### config.mk
export PLATFORM = sky130hd
export DESIGN_NAME = keypad_entry_fsm
export DESIGN_NICKNAME = d
export VERILOG_FILES = /design/src/rtl/keypad_entry_fsm.sv
export SDC_FILE = /design/constraint.sdc
export NUM_CORES = 1
export LEC_CHECK = 0
export CAP_MARGIN = 15
export CORE_MARGIN = 2
export CORE_UTILIZATION = 53
export CTS_CLUSTER_DIAMETER = 120
export DETAILED_ROUTE_END_ITERATION = 10
export PLACE_DENSITY = 0.85
export SLEW_MARGIN = 20
export SYNTH_ARGS = -nofsm -noshare
export SYNTH_HDL_FRONTEND = slang
export SYNTH_SLANG_ARGS = --single-unit
### constraint.sdc
create_clock -name clock -period 3.5 [get_ports clock]
set_input_delay 0.525 -clock clock [delete_from_list [all_inputs] [get_ports clock]]
set_output_delay 0.525 -clock clock [all_outputs]
set_load 0.02 [all_outputs]
### src/rtl/keypad_entry_fsm.sv
// rtl/keypad_entry_fsm.sv - keypad operand/operator entry FSM feeding the arithmetic core
//
// Purpose:
//   Builds BCD operands digit by digit from scanner keycodes, latches the operator,
//   and hands {operand_a, op, operand_b} to the arithmetic core over valid/ready.
//   The live entry buffer drives the 7-seg display path.
//
// Ports:
//   clock        in   system clock
//   reset        in   asynchronous active-high reset
//   keycode      in   4-bit key value, sampled only when keypressed=1
//   keypressed   in   one-cycle key strobe
//   calc_valid   out  operands/op valid to arithmetic core
//   calc_ready   in   arithmetic core ready
//   operand_a    out  first operand, BCD, MS digit in top nibble
//   operand_b    out  second operand, BCD
//   op           out  00 add, 01 sub, 10 mul
//   entry        out  current entry buffer, BCD
//   entry_count  out  digits held in entry (0..DIGITS)
//   second_op    out  high while entering operand B
//   overflow     out  one-cycle pulse when a digit is rejected on a full buffer
module keypad_entry_fsm #(
  parameter int         DIGITS   = 4,
  parameter logic [3:0] KEY_ADD  = 4'hA,
  parameter logic [3:0] KEY_SUB  = 4'hB,
  parameter logic [3:0] KEY_MUL  = 4'hF,
  parameter logic [3:0] KEY_CLR  = 4'hC,
  parameter logic [3:0] KEY_BKSP = 4'hD,
  parameter logic [3:0] KEY_EQ   = 4'hE
) (
  input  logic                           clock,
  input  logic                           reset,
  input  logic [3:0]                     keycode,
  input  logic                           keypressed,
  output logic                           calc_valid,
  input  logic                           calc_ready,
  output logic [4*DIGITS-1:0]            operand_a,
  output logic [4*DIGITS-1:0]            operand_b,
  output logic [1:0]                     op,
  output logic [4*DIGITS-1:0]            entry,
  output logic [$clog2(DIGITS+1)-1:0]    entry_count,
  output logic                           second_op,
  output logic                           overflow
);

  localparam int W  = 4 * DIGITS;
  localparam int CW = $clog2(DIGITS + 1);
  localparam logic [CW-1:0] FULL = CW'(DIGITS);

  typedef enum logic [1:0] {
    ENTER_A = 2'd0,
    ENTER_B = 2'd1,
    ISSUE   = 2'd2
  } state_e;

  state_e        state_q, state_d;
  logic [W-1:0]  entry_q, entry_d;
  logic [CW-1:0] count_q, count_d;
  logic [W-1:0]  opa_q, opa_d;
  logic [W-1:0]  opb_q, opb_d;
  logic [1:0]    op_q, op_d;
  logic          valid_q, valid_d;
  logic          ovf_q, ovf_d;

  logic          is_digit;
  logic          is_op;
  logic [1:0]    key_op;

  always_comb begin
    is_digit = (keycode <= 4'd9);
    is_op    = (keycode == KEY_ADD) || (keycode == KEY_SUB) || (keycode == KEY_MUL);
    key_op   = 2'b00;
    if (keycode == KEY_SUB) key_op = 2'b01;
    if (keycode == KEY_MUL) key_op = 2'b10;
  end

  always_ff @(posedge clock or posedge reset) begin
    if (reset) begin
      state_q <= ENTER_A;
      entry_q <= '0;
      count_q <= '0;
      opa_q   <= '0;
      opb_q   <= '0;
      op_q    <= 2'b00;
      valid_q <= 1'b0;
      ovf_q   <= 1'b0;
    end else begin
      state_q <= state_d;
      entry_q <= entry_d;
      count_q <= count_d;
      opa_q   <= opa_d;
      opb_q   <= opb_d;
      op_q    <= op_d;
      valid_q <= valid_d;
      ovf_q   <= ovf_d;
    end
  end

  always_comb begin
    state_d = state_q;
    entry_d = entry_q;
    count_d = count_q;
    opa_d   = opa_q;
    opb_d   = opb_q;
    op_d    = op_q;
    valid_d = valid_q;
    ovf_d   = 1'b0;

    case (state_q)
      ENTER_A, ENTER_B: begin
        if (keypressed) begin
          if (is_digit) begin
            if (count_q == FULL) begin
              ovf_d = 1'b1;
            end else if (!(count_q == '0 && keycode == 4'd0)) begin
              // Leading zeros are dropped so the buffer always holds a canonical value.
              entry_d = (entry_q << 4) | W'(keycode);
              count_d = count_q + CW'(1);
            end
          end else if (keycode == KEY_BKSP) begin
            if (count_q != '0) begin
              entry_d = entry_q >> 4;
              count_d = count_q - CW'(1);
            end
          end else if (keycode == KEY_CLR) begin
            entry_d = '0;
            count_d = '0;
            if (state_q == ENTER_B) begin
              opa_d   = '0;
              op_d    = 2'b00;
              state_d = ENTER_A;
            end
          end else if (is_op) begin
            if (state_q == ENTER_A) begin
              opa_d   = entry_q;
              op_d    = key_op;
              entry_d = '0;
              count_d = '0;
              state_d = ENTER_B;
            end else if (count_q == '0) begin
              // Operator change is allowed only before any B digit is typed.
              op_d = key_op;
            end
          end else if (keycode == KEY_EQ && state_q == ENTER_B) begin
            opb_d   = entry_q;
            valid_d = 1'b1;
            state_d = ISSUE;
          end
        end
      end
      ISSUE: begin
        // Keys are ignored here; only the handshake moves the machine on.
        if (valid_q && calc_ready) begin
          valid_d = 1'b0;
          entry_d = '0;
          count_d = '0;
          state_d = ENTER_A;
        end
      end
      default: state_d = ENTER_A;
    endcase
  end

  assign calc_valid  = valid_q;
  assign operand_a   = opa_q;
  assign operand_b   = opb_q;
  assign op          = op_q;
  assign entry       = entry_q;
  assign entry_count = count_q;
  assign second_op   = (state_q == ENTER_B);
  assign overflow    = ovf_q;

endmodule

==> flow_metrics.env, run 1 <==
export IMPL_crit_chain="clkdlybuf4s50_1 > and4bb_1 > a221oi_2 > o311ai_4 > buf_4 > nand2_1 > o31ai_1"
export IMPL_vias_per_cell=5.452
export IMPL_fin_hold_ws_ns=0.4845
export IMPL_power_density_nw_per_um2=624.0
export IMPL_area_growth_pct=31.16
export IMPL_yosysUniqueCellTypes=40
export IMPL_finalSetupViolations=0
export IMPL_coreArea_um2=4755
export IMPL_syn_cell_area_um2=2630
export IMPL_wire_per_inst_um=16.10
export IMPL_gp_congestion=0.8829
export IMPL_slew_violations=0
export IMPL_initial_utilization_pct=55.32
export IMPL_top_layer="met4"
export IMPL_status="finished, final reports clean"
export IMPL_routed_wl_met3_um=304
export IMPL_first_global_vias=2018
export IMPL_grt_pass1_wl_um=10090
export IMPL_netlist_instances=244
export IMPL_drt_first_pass_iters=4
export IMPL_ys_flop_type="dfrtp_1"
export IMPL_synth_area_per_cell_um2=10.78
export IMPL_drt_met1_wl_um=2724
export IMPL_worstSetupPathType="in -> reg"
export IMPL_async_flop_share_pct=100.0
export IMPL_skew_ns=0.008416
export IMPL_final_min_clock_period_ns=2.401
export IMPL_synth_area_leader_cell="dfrtp_1"
export IMPL_cts_buffer_depth=2
export IMPL_overflow=0
export IMPL_synthTopCellsByArea="dfrtp_1 (54%), nand2_1 (8.3%), mux2_1 (4.3%)"
export IMPL_cap_violations=0
export IMPL_nets=319
export IMPL_met2_length_um=2979
export IMPL_cts_inserted_buffers=9
export IMPL_cts_tree="yes"
export IMPL_die_x_um=74.45
export IMPL_cts_root_buf="clkbuf_8"
export IMPL_hold_viol=0
export IMPL_yosysWarnings=0
export IMPL_required_ns=3.72
export IMPL_diodes=0
export IMPL_pin_count=64
export IMPL_hold_class="reg -> reg"
export IMPL_netlist_area_leader_share_pct=54.23
export IMPL_period_share_pct=68.61
export IMPL_syn_nets=255
export IMPL_grt_usage_pct=24.36
export IMPL_cts_resized=0
export IMPL_p_leak_nw=1.536
export IMPL_dieArea_um2=5542
export IMPL_cts_sinks=57
export IMPL_crit_path_start_kind="input port"
export IMPL_grt_max_degree=37
export IMPL_ir_drop_uv=376.6
export IMPL_fin_util_pct=72.55
export IMPL_drt_initial_drc_count=191
export IMPL_wirelength_um=6087
export IMPL_num_rows=25
export IMPL_antenna_found_initial=0
export IMPL_fin_setup_tns_ns=0
export IMPL_slowest_stage="clkdlybuf4s50_1"
export IMPL_dp_hpwl_um=4147
export IMPL_worst_slew_pin_slew_ns=0.7747
export IMPL_critPathCaptureType="register"
export IMPL_pre_cts_slack_ns=0.7667
export IMPL_post_cts_buffers=0
export IMPL_slew_headroom_pct=48.28
export IMPL_drive_above_1_share_pct=10.61
export IMPL_h_tree_depth=3
export IMPL_rsz0062_at_grt="false"
export IMPL_yosysSeqAreaShare_pct=54.23
export IMPL_io_buffers=63
export IMPL_worst_slack_ns=1.099
export IMPL_ys_ff_latch=57
export IMPL_cp_arrival_ns=2.62
export IMPL_clk_pin_slew_ns=0.06
export IMPL_max_stage_delay_ns=0.65
export IMPL_power_mw=2.152
export IMPL_antenna_left=0
export IMPL_drc=0
export IMPL_synth_edf_count=0
export IMPL_critPathMaxFanout=32
export IMPL_vias=2061
export IMPL_die_y_um=74.45
export IMPL_clk_latency_ns=0.32
export IMPL_hold_buffers=0
export IMPL_max_freq_ghz=0.4164
-- worst paths after layout --
kind / start / end / slack, ns / cells past startpoint
max in group asynchronous: reset / operand_a[9] / 2.04 / 3
hold reg to reg: operand_a[15] / operand_a[15] / 0.48 / 2
setup reg to reg: entry_count[0] / entry[8] / 1.37 / 8
setup / recovery: keycode[1] / entry[8] / 1.10 / 7
min in group asynchronous: reset / calc_valid / 0.67 / 2
hold / removal: operand_a[15] / operand_a[15] / 0.48 / 2
-- power by group --
group | internal (mW) | switching, mW | total, mW
clock | 0.245 | 0.243 | 0.488
sequential | 0.786 | 0.130 | 0.916
combinational | 0.355 | 0.393 | 0.748
total | 1.39 | 0.767 | 2.15
-- metal layers --
layer / global-route usage [%] / vias up
li1: - / 980
met3: 5.149 / 9
met5: 0 / -
met4: 9.325 / 0
met2: 37.66 / 68
met1: 34.05 / 1004
-- cell type report --
cell class	count	area [um2]
fill	359	1305
timing repair buffer	69	675.6
tap	67	83.83
multi-input combinational	165	1091
inverter	6	22.52
sequential	57	1426
clock inverter	4	22.52
clock buffer	10	127.6
-- Yosys cell counts, drive strengths merged, types with 2 or more instances --
library cell	number
o21ai	23
mux2	19
o31ai	13
dfrtp	57
mux2i	8
nand2	58
inv	6
clkbuf	2
and2	4
xor2	3
nand2b	2
buf	14
nor3	2
a21oi	2
a32oi	2
nor2	3
ha	3
nor2b	3
and3	3
a21o	2
-- flip-flops by register name, indices dropped and copies added (netlist names) --
| signal | flops |
|---|---|
| calc_valid | 1 |
| operand_a | 16 |
| overflow | 1 |
| entry | 16 |
| state_q | 2 |
| operand_b | 16 |
| entry_count | 3 |
| op | 2 |
-- cell usage in the layout (no fill, tap or decap), drive strengths merged --
cell | netlist | routed
mux2i | 8 | 8
clkinv | 0 | 3
a2111o | 1 | 1
dfrtp | 57 | 57
a221o | 1 | 1
o2111ai | 1 | 1
o2bb2ai | 1 | 1
a21o | 2 | 2
o2111a | 1 | 1
buf | 14 | 6
ha | 3 | 3
nor2b | 3 | 3
o311ai | 1 | 1
xor2 | 3 | 3
clkbuf | 2 | 10
nand2 | 58 | 58
nor3 | 2 | 2
and2 | 4 | 4
nand4bb | 1 | 1
nor4 | 1 | 1
mux2 | 19 | 19
and3 | 3 | 3
o22a | 1 | 1
o21ai | 23 | 23
clkinvlp | 0 | 1
nand2b | 2 | 2
a221oi | 1 | 1
a32oi | 2 | 2
clkdlybuf4s50 | 0 | 63
inv | 6 | 6
o31ai | 13 | 13
nand4 | 1 | 1
nor2 | 3 | 3
a211oi | 1 | 1
nand3 | 1 | 1
and3b | 1 | 1
a21oi | 2 | 2
and4bb | 1 | 1
-- critical path, delay by kind of cell --
kind / cells / cell delay [ns]
and+or+nand+nor: 2 / 0.51
buffers and inverters: 2 / 1.02
AOI/OAI and AO/OA: 3 / 0.56
-- cells by family (layout without fill, tap and decap cells) --
| kind of cell | after synthesis | in the layout | synth area share [%] |
|---|---|---|---|
| AND/OR/NAND/NOR | 81 | 81 | 13.94 |
| flip-flops | 57 | 57 | 54.23 |
| AO/OA/AOI/OAI | 51 | 51 | 13.56 |
| multiplexers | 27 | 27 | 11.18 |
| buffers and inverters | 22 | 89 | 4.662 |
| adder cells (fa/ha/maj) | 3 | 3 | 1.427 |
| XOR/XNOR | 3 | 3 | 0.9992 |
-- per-stage QoR --
stage	instance area [um2]	instances
finish	3450	378
global route	3450	378
CTS	3450	378
detailed placement	3299	364
global placement	3299	364
floorplan	2630	244
Power figures use the tool's default switching activity.
==> inputs of run 2 (changes only) <==
--- a/config.mk
+++ b/config.mk
@@ -7,10 +7,10 @@
 export LEC_CHECK = 0
 export CAP_MARGIN = 15
 export CORE_MARGIN = 2
-export CORE_UTILIZATION = 53
+export CORE_UTILIZATION = 44
 export CTS_CLUSTER_DIAMETER = 120
 export DETAILED_ROUTE_END_ITERATION = 10
-export PLACE_DENSITY = 0.85
+export PLACE_DENSITY = 0.75
 export SLEW_MARGIN = 20
 export SYNTH_ARGS = -nofsm -noshare
 export SYNTH_HDL_FRONTEND = slang
==> constraint.sdc (replaced) <==
create_clock -name clock -period 2.2 [get_ports clock]
set_input_delay 0.33 -clock clock [delete_from_list [all_inputs] [get_ports clock]]
set_output_delay 0.33 -clock clock [all_outputs]
set_load 0.02 [all_outputs]
==> run 2 against run 1 <==
Power is 68% higher. Worst hold slack worse by 0.11 ns. First-iteration DRC count decreased by 21%. Final cell count is 4.5% higher. Critical path type is now reg -> reg. Critical endpoint is now entry[9]. Largest cell class unchanged. Largest power group unchanged.
==> flow_metrics.env, run 2 (same netlist as run 1, synthesis figures left out) <==
export IMPL_vias=2074
export IMPL_rsz0062_at_grt="false"
export IMPL_period_share_pct=91.63
export IMPL_coreArea_um2=5851
export IMPL_hold_viol=0
export IMPL_vias_per_cell=5.251
export IMPL_drt_initial_drc_count=151
export IMPL_fin_setup_tns_ns=0
export IMPL_dieArea_um2=6612
export IMPL_grt_usage_pct=20.34
export IMPL_cts_root_buf="clkbuf_8"
export IMPL_wire_per_inst_um=15.23
export IMPL_drive_above_1_share_pct=13.13
export IMPL_nets=326
export IMPL_cts_buffer_depth=2
export IMPL_overflow=0
export IMPL_area_growth_pct=36.73
export IMPL_fin_util_pct=61.46
export IMPL_fin_hold_ws_ns=0.3764
export IMPL_initial_utilization_pct=44.95
export IMPL_final_cell_mix="clkdlybuf4s50_1 (63), nand2_1 (58), dfrtp_1 (57)"
export IMPL_power_density_nw_per_um2=1004
export IMPL_drc=0
export IMPL_ir_drop_uv=531.9
export IMPL_max_freq_ghz=0.4961
export IMPL_wirelength_um=6015
export IMPL_clk_pin_slew_ns=0.07
export IMPL_critPathCaptureType="register"
export IMPL_post_cts_buffers=0
export IMPL_final_common_cell="clkdlybuf4s50_1"
export IMPL_grt_pass1_wl_um=10080
export IMPL_antenna_found_initial=0
export IMPL_worst_slack_ns=0.1841
export IMPL_gr_usage_met3_pct=5.667
export IMPL_cts_resized=0
export IMPL_drt_first_pass_iters=4
export IMPL_first_global_vias=2082
export IMPL_critPathMaxFanout=38
export IMPL_p_leak_nw=1.604
export IMPL_pin_count=64
export IMPL_crit_chain="inv_1 > ha_1 > and4bb_1 > a221oi_2 > o311ai_4 > buf_12 > o31ai_1"
export IMPL_finalSetupViolations=0
export IMPL_antenna_left=0
export IMPL_cts_tree="yes"
export IMPL_hold_buffers=0
export IMPL_cap_violations=0
export IMPL_io_buffers=63
export IMPL_grt_max_degree=58
export IMPL_num_rows=28
export IMPL_die_x_um=81.32
export IMPL_cts_sinks=57
export IMPL_worstSetupPathType="reg -> reg"
export IMPL_diodes=0
export IMPL_slowest_stage="dfrtp_1"
export IMPL_design_area_um2=3596
export IMPL_gp_congestion=0.8482
export IMPL_slew_headroom_pct=68.79
export IMPL_skew_ns=0.006296
export IMPL_max_stage_delay_ns=0.42
export IMPL_cts_inserted_buffers=9
export IMPL_h_tree_depth=3
export IMPL_dp_hpwl_um=4257
export IMPL_hold_class="in -> async"
export IMPL_slew_violations=0
export IMPL_die_y_um=81.32
export IMPL_required_ns=2.42
export IMPL_final_min_clock_period_ns=2.016
export IMPL_crit_path_start_kind="register"
export IMPL_top_usage_layer="met2"
export IMPL_worst_slew_pin_slew_ns=0.4680
export IMPL_status="finished, final reports clean"
export IMPL_cp_arrival_ns=2.23
export IMPL_use_met1_pct=26.22
export IMPL_pre_cts_slack_ns=0.03091
export IMPL_clk_latency_ns=0.33
export IMPL_dpl_cell_area_um2=3400
export IMPL_use_met2_pct=33.03
## run 2: cell types whose count changed in the layout (fill, tap and decap cells not counted), sizes merged
cell	previous run	this run
clkinv	3	2
bufinv	0	1
buf	6	13
clkbuf	10	11
clkinvlp	1	2
## run 2: critical path: cells and delay by family, from the launching register on
kind | cells | cell delay (ns)
AND/OR/NAND/NOR | 1 | 0.23
AO/OA/AOI/OAI | 3 | 0.70
flip-flops | 1 | 0.42
adder cells (fa/ha/maj) | 1 | 0.25
buffers and inverters | 2 | 0.29
## run 2: power by group
part | total (mW) | switching [mW] | internal, mW
Combinational | 1.21 | 0.622 | 0.586
Sequential | 1.45 | 0.202 | 1.25
Clock | 0.951 | 0.401 | 0.549
Total | 3.61 | 1.23 | 2.39
## run 2: worst paths after layout
| check | startpoint | endpoint | slack (ns) | cells after the start |
|---|---|---|---|---|
| setup reg to reg | entry_count[0] | entry[9] | 0.18 | 7 |
| max in group asynchronous | reset | entry[1] | 1.58 | 3 |
| hold / removal | reset | operand_a[13] | 0.38 | 3 |
| hold reg to reg | operand_a[9] | operand_a[9] | 0.49 | 2 |
| setup / recovery | entry_count[0] | entry[9] | 0.18 | 7 |
| min in group clock | operand_a[9] | operand_a[9] | 0.49 | 2 |
## run 2: layout make-up
type | instances | area, um2
multi-input cells | 165 | 1091
flip-flops and latches | 57 | 1426
fillers | 448 | 2255
well taps | 75 | 93.84
clock buffers | 11 | 141.4
clock inverters | 5 | 55.05
inverters | 6 | 22.52
repair buffers | 76 | 765.7
## run 2: metrics by stage
step / std cells / total power [mW]
floorplan: 244 / 2.100
global placement: 379 / 2.650
detailed placement: 379 / 2.688
CTS: 395 / 3.641
global route: 395 / 3.816
finish: 395 / 3.611
## run 2: routing by layer
metal,part of all wire (%),vias up
met2,48,75
met4,1.1,0
met5,0,-
li1,-,999
met3,6.1,6
met1,44,994
